<file path="src/rtl/fp_addsub_pipe_pkg.sv">
// Shared types and helpers for the pipelined floating-point adder/subtractor:
// rounding modes, error flag positions, operand classification and canonical NaN.
package addpkg;

    typedef enum logic [1:0] {
        RM_RNE = 2'b00,
        RM_RTZ = 2'b01,
        RM_RUP = 2'b10,
        RM_RDN = 2'b11
    } rmode_e;

    localparam int ERR_INVALID   = 0;
    localparam int ERR_OVERFLOW  = 1;
    localparam int ERR_UNDERFLOW = 2;

    typedef enum logic [1:0] {
        CLS_ZERO   = 2'b00,
        CLS_NORMAL = 2'b01,
        CLS_INF    = 2'b10,
        CLS_NAN    = 2'b11
    } fp_class_e;

    typedef struct packed {
        logic      sign;
        fp_class_e cls;
    } fp_unpacked_t;

    // Subnormals (zero exponent, nonzero fraction) are classed as zero.
    function automatic fp_unpacked_t classify(input logic sign, input logic exp_zero,
                                              input logic exp_ones, input logic man_zero);
        fp_unpacked_t u;
        u.sign = sign;
        if (exp_zero)      u.cls = CLS_ZERO;
        else if (!exp_ones) u.cls = CLS_NORMAL;
        else if (man_zero) u.cls = CLS_INF;
        else               u.cls = CLS_NAN;
        return u;
    endfunction

    // Quiet NaN: sign 0, exponent all ones, only the fraction MSB set.
    function automatic logic [63:0] canon_nan(input int exp_w, input int man_w);
        logic [63:0] r;
        r = '0;
        for (int i = 0; i < exp_w; i++) r[man_w + i] = 1'b1;
        r[man_w - 1] = 1'b1;
        return r;
    endfunction

endpackage

</file>
<file path="src/rtl/fp_lzc.sv">
// Leading-zero counter; an all-zero input reports W.
module fp_lzc #(
    parameter int W  = 27,
    parameter int CW = $clog2(W + 1)
) (
    input  logic [W-1:0]  value,
    output logic [CW-1:0] count
);

    // Ascending scan so the highest set bit has the final say.
    always_comb begin
        count = CW'(W);
        for (int i = 0; i < W; i++) begin
            if (value[i]) count = CW'(W - 1 - i);
        end
    end

endmodule

</file>
<file path="src/rtl/fp_addsub_pipe.sv">
// Three-stage floating-point add/subtract: align, add+normalize, round+pack.
// Single global stall: any held output freezes every stage.
module fp_addsub_pipe
    import addpkg::*;
#(
    parameter int EXP_W = 8,
    parameter int MAN_W = 23,
    parameter int TAG_W = 4
) (
    input  logic                       clk,
    input  logic                       reset,
    input  logic                       in_valid,
    output logic                       in_ready,
    input  logic                       opcode,
    input  logic [1:0]                 rmode,
    input  logic [EXP_W+MAN_W:0]       a,
    input  logic [EXP_W+MAN_W:0]       b,
    input  logic [TAG_W-1:0]           tag_i,
    output logic                       out_valid,
    input  logic                       out_ready,
    output logic [EXP_W+MAN_W:0]       fp_out,
    output logic [2:0]                 err_o,
    output logic [TAG_W-1:0]           tag_o
);

    localparam int FP_W  = 1 + EXP_W + MAN_W;
    localparam int SIG_W = MAN_W + 4;
    localparam int SUM_W = SIG_W + 1;
    localparam int EW    = EXP_W + 2;
    localparam int LZW   = $clog2(SIG_W + 1);
    localparam logic [EXP_W-1:0] EXP_ONES = '1;
    localparam logic [FP_W-1:0]  NAN_VAL  = FP_W'(canon_nan(EXP_W, MAN_W));

    // Handshake: a transfer happens on a rising edge where valid and ready are both high;
    // the only back-pressure source is a result held by out_ready=0.
    logic stall;
    assign stall    = out_valid & ~out_ready;
    assign in_ready = ~stall;

    // ---------------- S1: unpack, classify, swap, align ----------------
    logic               a_sign, b_sign;
    logic [EXP_W-1:0]   a_exp, b_exp, ax, bx, x_exp, y_exp, diff;
    logic [MAN_W-1:0]   a_man, b_man;
    logic [MAN_W:0]     as_sig, bs_sig, x_sig, y_sig;
    fp_unpacked_t       ua, ub;
    logic               eff_sub, a_ge_b, x_sign, nan_1, inf_1, inf_sign_1, lost;
    logic [SIG_W-1:0]   y_ext, y_sh, y_al;

    assign {a_sign, a_exp, a_man} = a;
    assign {b_sign, b_exp, b_man} = b;
    assign ua = classify(a_sign, a_exp == '0, &a_exp, a_man == '0);
    assign ub = classify(b_sign ^ opcode, b_exp == '0, &b_exp, b_man == '0);
    assign eff_sub = ua.sign ^ ub.sign;

    assign ax     = (ua.cls == CLS_NORMAL) ? a_exp : '0;
    assign bx     = (ub.cls == CLS_NORMAL) ? b_exp : '0;
    assign as_sig = (ua.cls == CLS_NORMAL) ? {1'b1, a_man} : '0;
    assign bs_sig = (ub.cls == CLS_NORMAL) ? {1'b1, b_man} : '0;
    assign a_ge_b = {ax, as_sig} >= {bx, bs_sig};
    assign x_exp  = a_ge_b ? ax : bx;
    assign y_exp  = a_ge_b ? bx : ax;
    assign x_sig  = a_ge_b ? as_sig : bs_sig;
    assign y_sig  = a_ge_b ? bs_sig : as_sig;
    assign x_sign = a_ge_b ? ua.sign : ub.sign;
    assign diff   = x_exp - y_exp;

    // Everything shifted below the sticky position is OR-folded into it.
    assign y_ext = {y_sig, 3'b000};
    assign y_sh  = y_ext >> diff;
    assign lost  = |(y_ext & ~({SIG_W{1'b1}} << diff));
    assign y_al  = (32'(diff) >= 32'(SIG_W - 1)) ? {{(SIG_W-1){1'b0}}, |y_sig}
                                                 : {y_sh[SIG_W-1:1], y_sh[0] | lost};

    assign nan_1 = (ua.cls == CLS_NAN) || (ub.cls == CLS_NAN) ||
                   ((ua.cls == CLS_INF) && (ub.cls == CLS_INF) && eff_sub);
    assign inf_1 = (ua.cls == CLS_INF) || (ub.cls == CLS_INF);
    assign inf_sign_1 = (ua.cls == CLS_INF) ? ua.sign : ub.sign;

    logic             s1_valid, s1_nan, s1_inf, s1_sign, s1_eff_sub;
    logic [TAG_W-1:0] s1_tag;
    rmode_e           s1_rmode;
    logic [EXP_W-1:0] s1_exp;
    logic [SIG_W-1:0] s1_mx, s1_my;

    always_ff @(posedge clk) begin
        if (reset) begin
            s1_valid   <= 1'b0;
            s1_tag     <= '0;
            s1_rmode   <= RM_RNE;
            s1_nan     <= 1'b0;
            s1_inf     <= 1'b0;
            s1_sign    <= 1'b0;
            s1_eff_sub <= 1'b0;
            s1_exp     <= '0;
            s1_mx      <= '0;
            s1_my      <= '0;
        end else if (!stall) begin
            s1_valid   <= in_valid;
            s1_tag     <= tag_i;
            s1_rmode   <= rmode_e'(rmode);
            s1_nan     <= nan_1;
            s1_inf     <= inf_1;
            s1_sign    <= inf_1 ? inf_sign_1 : x_sign;
            s1_eff_sub <= eff_sub;
            s1_exp     <= x_exp;
            s1_mx      <= {x_sig, 3'b000};
            s1_my      <= y_al;
        end
    end

    // ---------------- S2: add/subtract, LZC, normalize ----------------
    logic [SUM_W-1:0] sum;
    logic [LZW-1:0]   lz;
    logic [SIG_W-1:0] norm;
    logic [EW-1:0]    exp_n;
    logic             sum_zero, tiny_2;

    assign sum = s1_eff_sub ? ({1'b0, s1_mx} - {1'b0, s1_my})
                            : ({1'b0, s1_mx} + {1'b0, s1_my});
    assign sum_zero = (sum == '0);

    fp_lzc #(.W(SIG_W), .CW(LZW)) u_lzc (
        .value(sum[SIG_W-1:0]),
        .count(lz)
    );

    always_comb begin
        norm  = '0;
        exp_n = '0;
        if (sum[SUM_W-1]) begin
            norm  = {sum[SUM_W-1:2], sum[1] | sum[0]};
            exp_n = EW'(s1_exp) + EW'(1);
        end else begin
            norm  = sum[SIG_W-1:0] << lz;
            exp_n = EW'(s1_exp) - EW'(lz);
        end
    end
    // A biased exponent of zero or below cannot be represented without subnormals.
    assign tiny_2 = exp_n[EW-1] | (exp_n == '0);

    logic             s2_valid, s2_nan, s2_inf, s2_zero, s2_tiny, s2_sign, s2_eff_sub;
    logic [TAG_W-1:0] s2_tag;
    rmode_e           s2_rmode;
    logic [EW-1:0]    s2_exp;
    logic [SIG_W-1:0] s2_sig;

    always_ff @(posedge clk) begin
        if (reset) begin
            s2_valid   <= 1'b0;
            s2_tag     <= '0;
            s2_rmode   <= RM_RNE;
            s2_nan     <= 1'b0;
            s2_inf     <= 1'b0;
            s2_zero    <= 1'b0;
            s2_tiny    <= 1'b0;
            s2_sign    <= 1'b0;
            s2_eff_sub <= 1'b0;
            s2_exp     <= '0;
            s2_sig     <= '0;
        end else if (!stall) begin
            s2_valid   <= s1_valid;
            s2_tag     <= s1_tag;
            s2_rmode   <= s1_rmode;
            s2_nan     <= s1_nan;
            s2_inf     <= s1_inf;
            s2_zero    <= sum_zero;
            s2_tiny    <= tiny_2;
            s2_sign    <= s1_sign;
            s2_eff_sub <= s1_eff_sub;
            s2_exp     <= exp_n;
            s2_sig     <= norm;
        end
    end

    // ---------------- S3: round, renormalize, exceptions, pack ----------------
    logic               round_up, inexact, ovf, zero_sign, inf_dir;
    logic [MAN_W+1:0]   rnd;
    logic [MAN_W-1:0]   man_r;
    logic [EW-1:0]      exp_r;
    logic [FP_W-1:0]    res;
    logic [2:0]         err;

    assign inexact = |s2_sig[2:0];

    always_comb begin
        round_up = 1'b0;
        case (s2_rmode)
            RM_RNE: round_up = s2_sig[2] & (s2_sig[1] | s2_sig[0] | s2_sig[3]);
            RM_RTZ: round_up = 1'b0;
            RM_RUP: round_up = inexact & ~s2_sig_sign_dummy(s2_sign);
            RM_RDN: round_up = inexact & s2_sign;
            default: round_up = 1'b0;
        endcase
    end

    function automatic logic s2_sig_sign_dummy(input logic s);
        return s;
    endfunction

    assign rnd   = {1'b0, s2_sig[SIG_W-1:3]} + {{(MAN_W+1){1'b0}}, round_up};
    assign man_r = rnd[MAN_W+1] ? rnd[MAN_W:1] : rnd[MAN_W-1:0];
    assign exp_r = rnd[MAN_W+1] ? (s2_exp + EW'(1)) : s2_exp;
    assign ovf   = exp_r >= {2'b00, EXP_ONES};
    assign zero_sign = s2_eff_sub ? (s2_rmode == RM_RDN) : s2_sign;
    // Overflow saturates to infinity only when rounding points away from zero.
    assign inf_dir = (s2_rmode == RM_RNE) || ((s2_rmode == RM_RUP) && !s2_sign) ||
                     ((s2_rmode == RM_RDN) && s2_sign);

    always_comb begin
        res = '0;
        err = '0;
        if (s2_nan) begin
            res = NAN_VAL;
            err[ERR_INVALID] = 1'b1;
        end else if (s2_inf) begin
            res = {s2_sign, EXP_ONES, {MAN_W{1'b0}}};
        end else if (s2_zero) begin
            res = {zero_sign, {(FP_W-1){1'b0}}};
        end else if (s2_tiny) begin
            res = {s2_sign, {(FP_W-1){1'b0}}};
            err[ERR_UNDERFLOW] = 1'b1;
        end else if (ovf) begin
            res = inf_dir ? {s2_sign, EXP_ONES, {MAN_W{1'b0}}}
                          : {s2_sign, EXP_ONES - EXP_W'(1), {MAN_W{1'b1}}};
            err[ERR_OVERFLOW] = 1'b1;
        end else begin
            res = {s2_sign, exp_r[EXP_W-1:0], man_r};
        end
    end

    always_ff @(posedge clk) begin
        if (reset) begin
            out_valid <= 1'b0;
            fp_out    <= '0;
            err_o     <= '0;
            tag_o     <= '0;
        end else if (!stall) begin
            out_valid <= s2_valid;
            fp_out    <= res;
            err_o     <= err;
            tag_o     <= s2_tag;
        end
    end

endmodule

</file>
<file path="config.mk">
export PLATFORM = sky130hd
export DESIGN_NAME = fp_addsub_pipe
export DESIGN_NICKNAME = d
export VERILOG_FILES = /design/src/rtl/fp_addsub_pipe_pkg.sv /design/src/rtl/fp_lzc.sv /design/src/rtl/fp_addsub_pipe.sv
export SDC_FILE = /design/constraint.sdc
export NUM_CORES = 1
export LEC_CHECK = 0
export CAP_MARGIN = 30
export CELL_PAD_IN_SITES_DETAIL_PLACEMENT = 0
export CELL_PAD_IN_SITES_GLOBAL_PLACEMENT = 1
export CORE_UTILIZATION = 40
export CTS_CLUSTER_SIZE = 10
export DETAILED_ROUTE_END_ITERATION = 7
export PLACE_DENSITY = 0.76
export SLEW_MARGIN = 15
export SYNTH_ARGS = -nofsm -noshare
export SYNTH_HDL_FRONTEND = slang
export SYNTH_SLANG_ARGS = --single-unit
</file>
<file path="constraint.sdc">
create_clock -name clk -period 6.45 [get_ports clk]
set_input_delay 0.645 -clock clk [delete_from_list [all_inputs] [get_ports clk]]
set_output_delay 0.645 -clock clk [all_outputs]
set_load 0.01 [all_outputs]
</file>
[Word-level counts from Yosys, hierarchy flattened]
Index checks and enable logic that the tools add are counted.
Cells by class
  bitwise operators: 16
  shifts and indexed selects: 3
  add/subtract/negate cells: 7
  eq/ne operators: 9
  order comparisons: 3
  muxes and demuxes: 65
  reductions and logical operators: 22
Operators by type and width (number)
  $mux W24: 5
  $mux W32: 3
  $mux W5: 16
  $mux W31: 2
  $mux W27: 2
  $logic_not A23 Y1: 2
  $ge A32 B32 Y1: 1
  $mux W4: 8
  $mux W8: 4
  $add A27 B27 Y28: 1
  $logic_not A28 Y1: 1
  $mux W28: 1
  $sub A27 B27 Y28: 1
  $and A27 B27 Y27: 1
  $not A27 Y27: 1
  $reduce_or A27 Y1: 1
  $shl A27 B5 Y27: 1
  $shl A27 B8 Y27 const A: 1
  $shr A27 B8 Y27: 1
  $add A24 B1 Y25: 1
  $reduce_or A24 Y1: 1
  $mux W23: 1
  $mux W10: 2
  $mux W2: 9
  other kinds (22): 58
Storage, ports and cells
  input bits: 75
  word-level logic and storage cells: 150
  register bits: 160

[Logic depth before layout (Yosys ltp)]
  word-level depth: 33
  depth in mapped cells: 28

[By module]
A second synthesis with hierarchy kept.
Unflattened totals
  cell total of the unflattened synthesis: 2098
  area, all modules: 15346.0 µm²
By module, submodules not included
  fp_addsub_pipe: cells an instance 2047, area an instance 15068.2 µm², times used 1
  fp_lzc: cells an instance 51, area an instance 277.8 µm², times used 1

[Worst setup path after synthesis]
Ideal clock, no wire load.
  path type: input to register
  start: input port b[23]
  end: register s1_my[0]
  arrival: 5.946 ns
  required time: 6.333 ns
  slack: 0.387 ns
  cell stages on the path: 27
  library setup time: 0.117 ns
  path buffers: 5
  cell sequence: or4_1 -> nor2_1 -> nor2_1 -> clkbuf_1 -> clkbuf_1 -> nand2_1 -> inv_1 -> ha_1 -> nor2b_1 -> o21ai_0 -> a21oi_1 -> o21a_1 -> clkbuf_1 -> o21ai_2 -> clkbuf_1 -> a21oi_1 -> ha_1 -> a211oi_1 -> o21bai_1 -> or4b_1 -> o211ai_1 -> and2_1 -> clkbuf_1 -> o2111ai_1 -> a2111o_1 -> o21ai_1 -> nand2_1
Between the ends
  cells in the longest elaborated chain, start to end: 14
  elaborated cells on any way between the ends: 21
RTL lines
  from (decl): line fp_addsub_pipe.sv:17  | input logic [EXP_W+MAN_W:0] b,
  $reduce_and A8 Y1: line fp_addsub_pipe.sv:52  | assign ub = classify(b_sign ^ opcode, b_exp == '0, &b_exp, b_man == '0);
  $mux W2: line fp_addsub_pipe_pkg.sv:34  | else if (!exp_ones) u.cls = CLS_NORMAL;
  $mux W2: line fp_addsub_pipe_pkg.sv:33  | if (exp_zero) u.cls = CLS_ZERO;
  $eq A2 B1 Y1: line fp_addsub_pipe.sv:56, fp_addsub_pipe.sv:58
  $mux W24 / $mux W8 (equally long branches): line fp_addsub_pipe.sv:58, fp_addsub_pipe.sv:56
  $ge A32 B32 Y1: line fp_addsub_pipe.sv:59  | assign a_ge_b = {ax, as_sig} >= {bx, bs_sig};
  $mux W8, on equally long branches: line fp_addsub_pipe.sv:60, fp_addsub_pipe.sv:61
  $sub A8 B8 Y8: line fp_addsub_pipe.sv:65  | assign diff = x_exp - y_exp;
  $shl A27 B8 Y27: line fp_addsub_pipe.sv:70  | assign lost = |(y_ext & ~({SIG_W{1'b1}} << diff));
  $not A27 Y27: line fp_addsub_pipe.sv:70
  $and A27 B27 Y27: line fp_addsub_pipe.sv:70
  $reduce_or A27 Y1: line fp_addsub_pipe.sv:70
  $or A1 B1 Y1: line fp_addsub_pipe.sv:72  | : {y_sh[SIG_W-1:1], y_sh[0] | lost};
  $mux W27 *: line fp_addsub_pipe.sv:71  | assign y_al = (32'(diff) >= 32'(SIG_W - 1)) ? {{(SIG_W-1){1'b0}}, |y_sig}
  to (signal assigned): line fp_addsub_pipe.sv:107  | s1_my <= y_al;
  to (decl): line fp_addsub_pipe.sv:83  | logic [SIG_W-1:0] s1_mx, s1_my;
Every way passes the cells marked *; elsewhere a longest branch is shown, timed or not.
A chain may end at the register's enable or synchronous reset.

[Worst setup path in the final report]
  start: input port b[23]
  end: register s1_my[4]
Between the ends
  cells in the longest elaborated chain, start to end: 10
  elaborated cells on any way between the ends: 15
RTL lines (line)
  $reduce_and A8 Y1: fp_addsub_pipe.sv:52
  $mux W2: fp_addsub_pipe_pkg.sv:34
  $mux W2: fp_addsub_pipe_pkg.sv:33
  $eq A2 B1 Y1: fp_addsub_pipe.sv:56, fp_addsub_pipe.sv:58
  $mux W24 / $mux W8 (equally long branches): fp_addsub_pipe.sv:58, fp_addsub_pipe.sv:56
  $ge A32 B32 Y1: fp_addsub_pipe.sv:59
  $mux W8, on equally long branches: fp_addsub_pipe.sv:60, fp_addsub_pipe.sv:61
  $sub A8 B8 Y8: fp_addsub_pipe.sv:65
  $shr A27 B8 Y27 / $ge A8 B5 Y1 (equally long branches): fp_addsub_pipe.sv:69, fp_addsub_pipe.sv:71
  $mux W27 *: fp_addsub_pipe.sv:71
Marked as above.

==> out/summary.md <==
* shortest clock period the worst path allows after layout: 6.12 ns
* CP required: 6.82 ns
* fraction of final layout cells sized beyond drive strength 1: 11.3%
* final setup fails: 0
* count of cell types in the netlist: 112
* Hold EP: s1_tag[1]
* via count of the first global-routing pass: 17,000
* switching power summed over all nets: 0.00265 W
* number of placed I/O pins: 116
* antenna violations before repair: 0
* CP Data Arrival Time: 6.48 ns
* Int Power: 0.00302 W
* Gate power share: 58.1%
* layout-stage area growth over the synthesis result: 17.5%
* Worst setup SP type: input pin
* initial drt markers: 1,685
* startpoint of the worst-slack reg-to-reg timing path: s1_my[7]
* part of the Yosys area used for sequential elements: 19.3%
* R2R Setup Slk: 0.48 ns
* maximum buffer depth of the clock tree: 2
* Post-Syn Nets: 2,474
* number of clock sinks: 160
* headroom to the max-slew limit: 34.0%
* power share of the clock group: 18.3%
* Clock Skews: 0.0190 ns
* die outline area: 0.0423 sq mm
* setup repair after global routing missed its margin: no
* Vias per Instance: 6.14
* maximum number of pins on one net before global-route repair: 87
* number of instances in the synthesized netlist: 2,305
* final core area utilization: 47.8%
* leakage: 7.93 nW
* Critical Path Fanout Max: 17
* Clk pin slew, worst setup/hold paths: 0.07 ns
* end of the worst register-to-register path: s2_exp[7]
* sequential cell area: 0.00320 sq mm
* routed wire length per instance: 21.3 microns
* Die Ht: 206 microns
* Total Routed Length: 63.2 mm
* cell area after synthesis: 0.0166 sq mm
* Tcrit/Tclk final: 94.8%
* Port Buffers: 115
* Avg Synthesized Cell Area: 7.20 sq um
* Min Hold Slack: 0.452 ns
* Chip Width: 206 microns
* commonest cells after routing, fill and taps aside: sky130_fd_sc_hd__nor2_1, sky130_fd_sc_hd__nand2_1, sky130_fd_sc_hd__a21oi_1, sky130_fd_sc_hd__dfxtp_1, sky130_fd_sc_hd__buf_4
* kind of end point of the critical path: flop
* final slew viol count: 0
* area share of the leading cell type in the synthesized netlist: 19.3%
* overall overflow remaining after global route: 0
* total CTS buffers: 17
* main area contributors after synthesis: sky130_fd_sc_hd__dfxtp_1, sky130_fd_sc_hd__ha_1, sky130_fd_sc_hd__nor2_1, sky130_fd_sc_hd__nand2_1, sky130_fd_sc_hd__a21oi_1
* Routed Antenna Nets: 0
* antenna diode count: 0
* commonest register cell after synthesis: sky130_fd_sc_hd__dfxtp_1
* Worst-Margin Slew: 0.989 ns
* crit path kind: input pin to flop
* count of hold-fix buffers inserted at cts: 0
* first-pass GRT wire length: 97.4 mm
* number of detailed-routing iterations run before antenna repair: 6
* Cell Rows: 74
* peak clock frequency supported by timing: 164 MHz
* via count of the routed design: 18,200
* Post-CTS Setup Inserts: 0
* post-synthesis cell type with the largest combined area: sky130_fd_sc_hd__dfxtp_1
* total core area: 0.0408 sq mm
* number of warnings issued by yosys: 0
* run status: finished, final reports clean
* FF+latch count, synth: 160
* routability-driven placement congestion ratio: 0.980
* Sw Share: 46.8%
* most frequent standard cell in the layout excluding fill and tap cells: sky130_fd_sc_hd__nor2_1
* share of flip-flops with an asynchronous set or reset: 0%
* Max Cap Violations: 0
* Filler Cells Inserted: 4,138
* class of the most critical hold timing path: flop to flop
* Worst IR Drop VDD: 0.156 mV
* post-route standard cell area excluding fillers: 0.0195 sq mm
* Final Hold Vio Count: 0
* Total Neg Setup Slack: 0 ns
* master cell of the clock root buffer: sky130_fd_sc_hd__clkbuf_16
* gr usage total: 29.5%
* H-tree depth reported by CTS: 4
* half-perimeter wire length after placement: 50.0 mm
* count of unresolved DRC violations after routing: 0
* power density relative to cell area: 291 mW/mm^2
* Starting Density: 40.6%
* HP Start: s1_tag[1]
* # nets final: 2,590
* number of enable flip-flop cells after synthesis: 0
* part of the power in registers: 23.7%
* Worst Hold Path Cells: 2
* placed standard-cell area: 0.0189 sq mm
* number of gates resized after cts: 0
* R2R cell count: 23
* Clk Latency, worst-skew pair: 0.45 ns
* area used by multi-input combinational logic: 0.0125 sq mm
* CTS tree: built
==> per-layer routing <==
layer  track usage (%)  vias to the layer above  share of wire, %
li1                  -                     8757                 -
met1              38.4                     8703                44
met2              49.6                      645                48
met3              3.12                      112               5.0
met4              11.4                        0               3.3
met5                 0                        -                 0
==> power by group through the flow <==
stage / registers (W) / logic (W) / clock network (W)
2_1_floorplan: 0.00132 / 0.00214 / 0
6_report: 0.00134 / 0.00329 / 0.00103
5_1_grt: 0.00136 / 0.00354 / 0.00109
3_5_place_dp: 0.00136 / 0.00321 / 0
3_3_place_gp: 0.00136 / 0.00320 / 0
4_1_cts: 0.00134 / 0.00322 / 0.00106
==> logic make-up after synthesis <==
| group | count (synthesis) | share of synthesized area [%] |
|---|---|---|
| mux | 87 | 6.01 |
| flops | 160 | 19.3 |
| buf+inv | 236 | 5.83 |
| simple gates | 919 | 25.8 |
| xor+xnor | 75 | 4.25 |
| compound gates | 734 | 31.6 |
| fa+ha+maj | 94 | 7.18 |
==> cell usage after synthesis, drive strengths merged, types with 13 or more instances <==
cell     count
and2        30
a211oi      71
a311oi      18
nand4       38
a31oi       14
or2         13
nor2       298
buf         51
a21o        27
a2111oi     13
a22oi       40
or3         13
mux2i       61
o21bai      14
nand2b      17
a21oi      164
nand2      265
nand3       57
xor2        29
nor4        24
and3        33
a221oi      20
nor3        81
dfxtp      160
nor2b       20
clkbuf     103
mux2        18
o211ai      45
a211o       19
o22ai       19
inv         79
o21ai      140
ha          92
xnor2       46
==> how the worst max path moves through the flow <==
stage,startpoint,end,slack [ns],depth (start not counted)
after floorplan,b[23],s1_my[0],0.39,27
after global placement,b[23],s1_my[0],0.11,24
after detailed placement,b[23],s1_my[10],-0.08,24
after CTS,b[23],s1_my[5],0.36,24
after global routing,b[23],s1_my[1],0.04,25
final,b[23],s1_my[4],0.33,26
==> layout make-up <==
class	count	area share [%]
timing repair buffer	251	11.4
sequential	160	16.4
inverter	82	1.59
tap	532	3.41
multi-input combinational	1909	64.1
clock inverter	15	0.879
clock buffer	17	2.18
==> registers in the layout, summed over array words and instances (netlist names), 2 cells and up <==
signal / cells
tag_o: 4
s1_my: 27
s1_mx: 24
err_o: 3
s1_tag: 4
s2_exp: 10
s2_sig: 27
fp_out: 32
s2_rmode: 2
s1_rmode: 2
s1_exp: 8
s2_tag: 4
==> metrics by stage <==
stage | cells | setup slack [ns] | total power [W]
2_1_floorplan | 2305 | 0.387 | 0.00346
3_3_place_gp | 2934 | 0.114 | 0.00456
5_1_grt | 2966 | 0.0385 | 0.00600
6_report | 2966 | 0.335 | 0.00567
3_5_place_dp | 2934 | -0.0830 | 0.00457
4_1_cts | 2966 | 0.363 | 0.00562
==> critical path, stage by stage <==
cell	delay [ns]
sky130_fd_sc_hd__clkdlybuf4s50_1	0.46
sky130_fd_sc_hd__or4_1	0.54
sky130_fd_sc_hd__nor2_1	0.20
sky130_fd_sc_hd__nor2_2	0.10
sky130_fd_sc_hd__buf_12	0.16
sky130_fd_sc_hd__buf_4	0.18
sky130_fd_sc_hd__nand2_1	0.13
sky130_fd_sc_hd__ha_1	0.26
sky130_fd_sc_hd__a211oi_1	0.20
sky130_fd_sc_hd__o21ai_0	0.13
sky130_fd_sc_hd__a21oi_1	0.18
sky130_fd_sc_hd__o21ai_0	0.17
sky130_fd_sc_hd__a211oi_1	0.33
sky130_fd_sc_hd__a21oi_1	0.10
sky130_fd_sc_hd__ha_1	0.21
sky130_fd_sc_hd__a211oi_1	0.24
sky130_fd_sc_hd__o21bai_1	0.18
sky130_fd_sc_hd__or4b_1	0.50
sky130_fd_sc_hd__o211ai_1	0.19
sky130_fd_sc_hd__buf_4	0.24
sky130_fd_sc_hd__and2_1	0.23
sky130_fd_sc_hd__buf_4	0.18
sky130_fd_sc_hd__o211ai_1	0.10
sky130_fd_sc_hd__o21ai_0	0.26
sky130_fd_sc_hd__a22oi_1	0.16
sky130_fd_sc_hd__a21oi_1	0.16
Note: power is estimated with default switching activity, not from simulation.
